--- config.mk ---
export PLATFORM = sky130hd
export DESIGN_NAME = seven_segment_scanner
export DESIGN_NICKNAME = d
export VERILOG_FILES = /design/src/rtl/seven_segment_scanner.sv
export SDC_FILE = /design/constraint.sdc
export NUM_CORES = 1
export LEC_CHECK = 0
export ABC_AREA = 1
export BUFFER_PORTS_ARGS = -buffer_cell sky130_fd_sc_hd__buf_2
export CELL_PAD_IN_SITES_DETAIL_PLACEMENT = 0
export CELL_PAD_IN_SITES_GLOBAL_PLACEMENT = 1
export CORE_ASPECT_RATIO = 1.25
export CORE_MARGIN = 5
export CORE_UTILIZATION = 39
export CTS_BUF_LIST = sky130_fd_sc_hd__clkbuf_8
export CTS_CLUSTER_DIAMETER = 80
export DETAILED_ROUTE_END_ITERATION = 6
export GPL_TIMING_DRIVEN = 0
export PLACE_DENSITY_LB_ADDON = 0.15
export SLEW_MARGIN = 20
export SYNTH_ARGS = -nofsm -noshare
export SYNTH_HDL_FRONTEND = slang
export SYNTH_SLANG_ARGS = --single-unit
export TNS_END_PERCENT = 10
--- constraint.sdc ---
create_clock -name clk -period 1.7 [get_ports clk]
set_input_delay 0.34 -clock clk [delete_from_list [all_inputs] [get_ports clk]]
set_output_delay 0.34 -clock clk [all_outputs]
set_load 0.05 [all_outputs]
--- src/rtl/seven_segment_scanner.sv ---
// Scan controller for a common-anode multi-digit seven-segment display.
// One digit per refresh slot, tear-free frame updates, zero blanking.
//
// Ports:
//   clk, reset      single clock, synchronous active-high reset
//   value, load     hex value and its capture strobe (nibble 0 = right)
//   suppress_zeros  level, enables leading-zero blanking
//   digit           nibble of the selected digit for the segment decoder
//   digit_blank     1 = decoder must drive segments off this slot
//   anodes          active-low digit enables, at most one low
//   frame_done      one-cycle pulse after the last slot of a frame
module seven_segment_scanner #(
  parameter int DIGITS       = 4,
  parameter int REFRESH_DIV  = 50000,
  parameter int BLANK_CYCLES = 500
) (
  input  logic                  clk,
  input  logic                  reset,
  input  logic [4*DIGITS-1:0]   value,
  input  logic                  load,
  input  logic                  suppress_zeros,
  output logic [3:0]            digit,
  output logic                  digit_blank,
  output logic [DIGITS-1:0]     anodes,
  output logic                  frame_done
);

  localparam int PW = $clog2(REFRESH_DIV);
  localparam int IW = $clog2(DIGITS);
  localparam int VW = 4 * DIGITS;

  localparam logic [PW-1:0] PS_LAST =
    PW'(REFRESH_DIV - 1);
  localparam logic [PW-1:0] ON_START =
    PW'(BLANK_CYCLES);
  localparam logic [IW-1:0] IDX_LAST =
    IW'(DIGITS - 1);

  logic [PW-1:0] prescaler;
  logic [IW-1:0] index;
  logic [VW-1:0] shadow;
  logic [VW-1:0] pending;
  logic          pending_valid;
  logic          sup_q;

  logic          tc;
  logic          wrap;
  logic [PW-1:0] ps_nx;
  logic [IW-1:0] idx_nx;
  logic [VW-1:0] shadow_nx;
  logic          sup_nx;
  logic [DIGITS-1:0] anodes_nx;
  logic [3:0]    digit_nx;
  logic          hi_nz;
  logic          blank_nx;

  assign tc   = (prescaler == PS_LAST);
  assign wrap = tc && (index == IDX_LAST);

  // Next-slot state; outputs are computed from it so that
  // anodes/digit/digit_blank move on the same edge as index.
  always_comb begin
    ps_nx  = tc ? '0 : prescaler + PW'(1);
    idx_nx = index;
    if (tc) begin
      idx_nx = wrap ? '0 : index + IW'(1);
    end
  end

  // Shadow only changes at a frame wrap; a load on the wrap
  // cycle bypasses pending so it is never lost or delayed.
  always_comb begin
    shadow_nx = shadow;
    if (wrap) begin
      if (load) begin
        shadow_nx = value;
      end else if (pending_valid) begin
        shadow_nx = pending;
      end
    end
  end

  assign sup_nx = tc ? suppress_zeros : sup_q;

  always_comb begin
    anodes_nx = '1;
    if (ps_nx >= ON_START) begin
      anodes_nx[idx_nx] = 1'b0;
    end
  end

  assign digit_nx = shadow_nx[{idx_nx, 2'b00} +: 4];

  // Any nonzero nibble at or above the selected digit keeps
  // the digit lit.
  always_comb begin
    hi_nz = 1'b0;
    for (int i = 0; i < DIGITS; i++) begin
      if (i >= int'(idx_nx) && shadow_nx[4*i +: 4] != 4'h0) begin
        hi_nz = 1'b1;
      end
    end
  end

  assign blank_nx = sup_nx && (idx_nx != '0) && !hi_nz;

  always_ff @(posedge clk) begin
    if (reset) begin
      prescaler     <= '0;
      index         <= '0;
      shadow        <= '0;
      pending       <= '0;
      pending_valid <= 1'b0;
      sup_q         <= 1'b0;
      anodes        <= '1;
      digit         <= 4'h0;
      digit_blank   <= 1'b1;
      frame_done    <= 1'b0;
    end else begin
      prescaler <= ps_nx;
      index     <= idx_nx;
      shadow    <= shadow_nx;
      sup_q     <= sup_nx;
      if (load) begin
        pending <= value;
      end
      if (wrap) begin
        pending_valid <= 1'b0;
      end else if (load) begin
        pending_valid <= 1'b1;
      end
      anodes      <= anodes_nx;
      digit       <= digit_nx;
      digit_blank <= blank_nx;
      frame_done  <= wrap;
    end
  end

endmodule
### Word level (Yosys, flattened, before mapping)

Index checks and enable logic that the tools add are counted.

| storage, ports and cells | value |
|---|---|
| word-level logic and storage cells | 51 |
| register bits | 62 |
| input port bits | 20 |
| output and inout port bits | 10 |

| cells by class | value |
|---|---|
| add/subtract/negate cells | 2 |
| bitwise logic cells | 2 |
| $lt $le $gt $ge | 6 |
| mux-type cells | 13 |
| reductions and logical operators | 15 |
| shift operators | 1 |
| equal/unequal tests | 2 |

Operators by type and width:

| cell | count |
|---|---|
| 2-to-1 mux 16 bit | 4 |
| adder 16 x 1 -> 16 bit, second input constant | 1 |
| == test 16 bit, second input constant | 1 |
| >= comparator 16 x 9 -> 1 bit, second input constant | 1 |
| nonzero test 4 bit | 4 |
| indexed part select 16 x 5 -> 4 bit | 1 |
| logical AND 1 bit | 7 |
| 2-to-1 mux 1 bit | 6 |
| >= comparator 1 x 2 -> 1 bit, first input constant | 2 |
| 2-to-1 mux 2 bit | 2 |
| inverter 4 bit | 1 |
| OR reduction 2 bit | 2 |
| less-than comparator 2 x 3 -> 1 bit, second input constant | 1 |
| adder 2 x 1 -> 2 bit, second input constant | 1 |
| demux 1 bit (select 2 bit) | 1 |
| == test 2 bit, second input constant | 1 |
| >= comparator 2 x 1 -> 1 bit, second input constant | 1 |
| >= comparator 2 bit, first input constant | 1 |
| nonzero test 2 bit | 1 |
| zero test 1 bit | 1 |
| inverter 1 bit | 1 |

### Logic depth before layout (Yosys ltp)

| depth | value |
|---|---|
| depth in word-level cells | 12 |
| gate-level depth with buffers | 14 |
| gate-level depth less buffers | 13 |

### Worst setup path after synthesis

OpenSTA, ideal clock, no wires.

| timing | value |
|---|---|
| kind | register to register |
| start point | reg prescaler[0] |
| end point | reg digit[1] |
| path buffers | 1 |
| arrival time | 1.572 ns |
| required time | 1.572 ns |
| stages on the path, launching flop included | 14 |
| setup slack | 0.000 ns |
| clock period less this slack | 1.700 ns |
| setup time | 0.128 ns |
| path through | dfxtp_1 -> ha_1 -> nand2_1 -> nor2_4 -> nand3_2 -> nor2_4 -> buf_6 -> nand2_4 -> o21ai_4 -> inv_4 -> nand2_1 -> o21ai_1 -> nor2_1 -> nor2_1 |

| on the way | value |
|---|---|
| longest elaborated chain between the ends | 5 |
| elaborated cells on any way between the ends | 6 |
| classes of those cells | 1 x eq/ne; 1 x shift; 3 x mux; 1 x reduce/logical |

RTL lines:

| element | RTL line | text |
|---|---|---|
| start, declared | 39 | `logic [PW-1:0] prescaler;` |
| start signal, assigned | 120 | `prescaler <= ps_nx;` |
| == test 16 bit (*) | 57 | `assign tc = (prescaler == PS_LAST);` |
| logical AND 1 bit | 58 | `assign wrap = tc && (index == IDX_LAST);` |
| 2-to-1 mux 2 bit | 66 | `idx_nx = wrap ? '0 : index + IW'(1);` |
| 2-to-1 mux 2 bit | 65 | `if (tc) begin` |
| indexed part select 16 x 5 -> 4 bit (*) | 92 | `assign digit_nx = shadow_nx[{idx_nx, 2'b00} +: 4];` |
| end signal, assigned | 133 | `digit <= digit_nx;` |
| end, declared | 22 | `output logic [3:0] digit,` |

Mark *: on every way between the ends. The rest lies on a longest branch, timed or not.
A chain may end at the register's enable or synchronous reset.

### Final worst setup path

| timing | value |
|---|---|
| start point | reg prescaler[0] |
| end point | reg digit_blank |

| on the way | value |
|---|---|
| longest elaborated chain between the ends | 12 |
| elaborated cells on any way between the ends | 24 |
| classes of those cells | 3 x order compare; 1 x eq/ne; 8 x mux; 12 x reduce/logical |

RTL lines:

| element | RTL line | text |
|---|---|---|
| == test 16 bit (*) | 57 |  |
| logical AND 1 bit | 58 |  |
| 2-to-1 mux 2 bit | 66 |  |
| 2-to-1 mux 2 bit | 65 |  |
| >= comparator 1 x 2 -> 1 bit | 99 | `if (i >= int'(idx_nx) && shadow_nx[4*i +: 4] != 4'h0) begin` |
| logical AND 1 bit | 99 |  |
| 2-to-1 mux 1 bit (4 in a row) | 99 |  |
| zero test 1 bit | 105 | `assign blank_nx = sup_nx && (idx_nx != '0) && !hi_nz;` |
| logical AND 1 bit (*) | 105 |  |
| end signal, assigned | 134 | `digit_blank <= blank_nx;` |
| end, declared | 23 | `output logic digit_blank,` |

Marks and branches as above.

==> run_results.csv <==
group,metric,value,unit
status,status,"finished, violations left",
status,violations,"setup timing",
sta,max_freq,0.544,GHz
logic_synthesis,ys_ff_latch,62,
die,row_count,36,
clock_tree,cts.sinks,62,
die,io_pins,30,
sta,skew,11.6,ps
logic_synthesis,async_flop_share,0,%
clock_tree,cts_buffers,9,
sta,final.setup.worst_slack,-137,ps
die,core-area,7750,um^2
detailed_routing,via_per_inst,4.85,
setup_path,crit_chain,"ha_4 -> nand2_4 -> nor2_4 -> nand3_2 -> nor2_4 -> buf_12 -> buf_8 -> nand3_2 -> nand2_2 -> nor2_1 -> nand2_1 -> nor2_1 -> nand3_1 -> nand2_1",
logic_synthesis,synth.top_cells.by_area,"dfxtp_1 40%, nand2_1 15%, nor2_1 8.4%",
setup_path,r2r_slack,-140,ps
logic_synthesis,avgSynthCellArea,6.67,um^2
die,die_y,109,um
detailed_routing,drc_errors,0,
finish,area_delta_synth_final,24.2,%
detailed_routing,drtAntennaViolNets,0,
global_route,use_met2,33.5,%
setup_path,reg2reg_from,"prescaler[0]",
flow_run,maxCapViolations,0,
clock_tree,clock_path_buffers,2,
logic_synthesis,yosysSeqAreaShare,40.3,%
global_route,grt_pass1_wl,13.6,mm
setup_path,critPathKind,"register to register",
die,start_util,39.7,%
clock_tree,cts_htree_levels,3,
setup_path,path_max_fanout,5,
detailed_routing,drt_iter0_drc,115,
detailed_routing,drt_first_pass_iters,4,
setup_path,critPathLaunch,"prescaler[0]",
setup_path,startpoint_type,"register",
sta,setup_viol,9,
power_and_ir_drop,powerDensity,742,nW/um^2
logic_synthesis,yosys_warnings,0,
clock_tree,cts_tree,"built",
placed_design,place_congestion,0.825,
detailed_routing,via_count,2970,
sta,slew_headroom,59.3,%
logic_synthesis,synth_top_cell_by_area,"dfxtp_1",
logic_synthesis,syn_area,3080,um^2
worst_hold_path,min_path_type,"primary input to register",
finish,utilization,49.3,%
setup_path,crit_required,1920,ps
sta,fin_crit_sh,108,%
setup_path,cp.arrival,2050,ps
placed_design,portBuffers,29,
logic_synthesis,synth.distinct_cells,33,
setup_path,slowest_stage,"dfxtp_4",
placed_design,hpwl,6.21,mm
logic_synthesis,synth_edf_count,0,
finish,nNetsFinal,534,
sta,fin_crit,1840,ps
detailed_routing,wire_per_inst,13.9,um
global_route,antenna_found_initial,0,
clock_tree,clk-insertion-delay-late,350,ps
logic_synthesis,synth_nets,483,
sta,maxSlewViolCount,0,
global_route,grt_pass1_vias,2895,
logic_synthesis,synth_common_cells,"127 x nand2_1, 69 x nor2_1, 62 x dfxtp_1",
die,die-area,9780,um^2
sta,tightest_slew,610,ps
clock_tree,cts-root-buf,"clkbuf_8",
global_route,grt_max_degree,11,
global_route,grt_overflow,0,
worst_hold_path,worstHoldStart,"value[1]",
logic_synthesis,synth.most_common_cell,"nand2_1",
logic_synthesis,synthCells,461,
finish,insertedDiodeCount,0,
global_route,met1_usage,20.4,%
detailed_routing,finalWirelength,8.49,mm
sta,hold_viol,0,
clock_tree,cts.clk_slew.worst_paths,70,ps
setup_path,crit_path_end_kind,"register",
placed_design,placed_cells,585,
die,die_w,89.4,um
power_and_ir_drop,irDropWorstVdd,0.000452,V
finish,drive_gt1_share,24.8,%
power_and_ir_drop,p_leak,1.59,nW
global_route,grt_util_met3,3.67,%
global_route,grt-busiest-layer,"met2",
logic_synthesis,synth_top_cell_area_share,40.3,%
global_route,grtUsageTotal,18.7,%
sta,rsz0062_at_grt,"true",
finish,finalNonFillerCells,612,
setup_path,critPathMaxStageDelay,370,ps
logic_synthesis,ys.flop_type,"dfxtp_1",
-- flip-flops by register name, indices dropped and copies added, names as in the netlist --
name,count
shadow,16
digit_blank,1
sup_q,1
frame_done,1
pending_valid,1
prescaler,16
pending,16
index,2
digit,4
anodes,4
-- kinds of logic after synthesis --
group	Yosys count	share of synthesized area, %
muxes	1	0.325
buffers and inverters	67	9.07
adders and majority gates	2	0.813
AOI/OAI and AO/OA	69	12.3
xor gates and xnor gates	7	1.99
and+or+nand+nor	253	35.1
DFF	62	40.3
-- report_power, final --
part | switching (mW) | internal (mW) | total (mW) | leakage, nW
clock | 0.578 | 0.550 | 1.13 | 0.0968
combinational | 0.134 | 0.0740 | 0.208 | 0.988
sequential | 0.0176 | 1.48 | 1.50 | 0.508
-- critical path, delay by kind of cell, from the launching register on --
kind / cells / cell delay, ps
adders and majority gates: 1 / 160
buffers and inverters: 2 / 240
DFF: 1 / 370
and+or+nand+nor: 11 / 930
-- cell type report --
type                       count  area, um^2
buffer                        17        92.6
clock buffer                  10         138
clock inverter                 6        28.8
fill                         842        3930
inverter                      50         194
multi-input combinational    332        1740
sequential                    62        1250
tap                           95         119
timing repair buffer          40         251
-- stage by stage --
| stage | hold WS [ps] | setup slack (ps) | TNS [ps] | instance area (um^2) | total power [mW] |
|---|---|---|---|---|---|
| 4_1_cts | 228 | -134 | -822 | 3660 | 2.88 |
| 3_5_place_dp | 457 | -355 | -3120 | 3340 | 1.73 |
| 2_1_floorplan | 418 | 0.260 | 0 | 3080 | 1.66 |
| 3_3_place_gp | 431 | -409 | -3070 | 3340 | 1.73 |
| 6_report | 245 | -137 | -802 | 3820 | 2.84 |
| 5_1_grt | 247 | -254 | -2700 | 3820 | 2.98 |
-- final timing paths --
check	to	cells past startpoint
hold / removal	pending[1]	3
hold reg to reg	prescaler[0]	1
setup / recovery	digit_blank	14
setup reg to reg	digit_blank	14
-- placed cells by master, fill, tap and decap left out, types with 2 or more instances in the layout --
cell type  synthesis  final
clkbuf_8           0     10
clkinv_2           0      6
dfxtp_4            0      2
o21a_1             3      3
nor2_2             3      7
buf_4              0      8
or2_2              4      4
clkinv_1           3      2
dfxtp_1           62     55
clkbuf_1          11      8
nand2_1          127    121
nand3_4            0      4
a21oi_1           26     26
o21ai_0           26     25
nand2_2            3      7
inv_1             40     40
a211oi_1           4      4
nor2_1            69     61
nor3_2             1      3
nand3_2            2     10
o21ai_1            7      6
nand2_4            1      3
xor2_1             7      7
inv_4              1      2
inv_2              6      6
clkbuf_2           0      3
nor3_1             7      5
o21ai_2            0      2
dfxtp_2            0      5
nand4_1            4      4
nand3_1           28     16
nor2_4             3      7
buf_2              2     31
buf_6              3      4
-- what timing repair did --
action	in CTS	in global routing
endpoints found under the hold margin	0	0
gates resized for setup	28	36
setup endpoints to repair	22	21
setup buffers	5	5
gates cloned	1	0
pin swaps	14	14
hold buffers	0	0
-- per-layer routing --
layer | share of wire, % | wire length, um | vias to the layer above
met1 | 41 | 3480 | 1338
li1 | - | - | 1563
met2 | 52 | 4420 | 50
met3 | 3.4 | 287 | 19
met5 | 0 | 0 | -
met4 | 3.6 | 306 | 0
(Power assumes the default switching activity.)
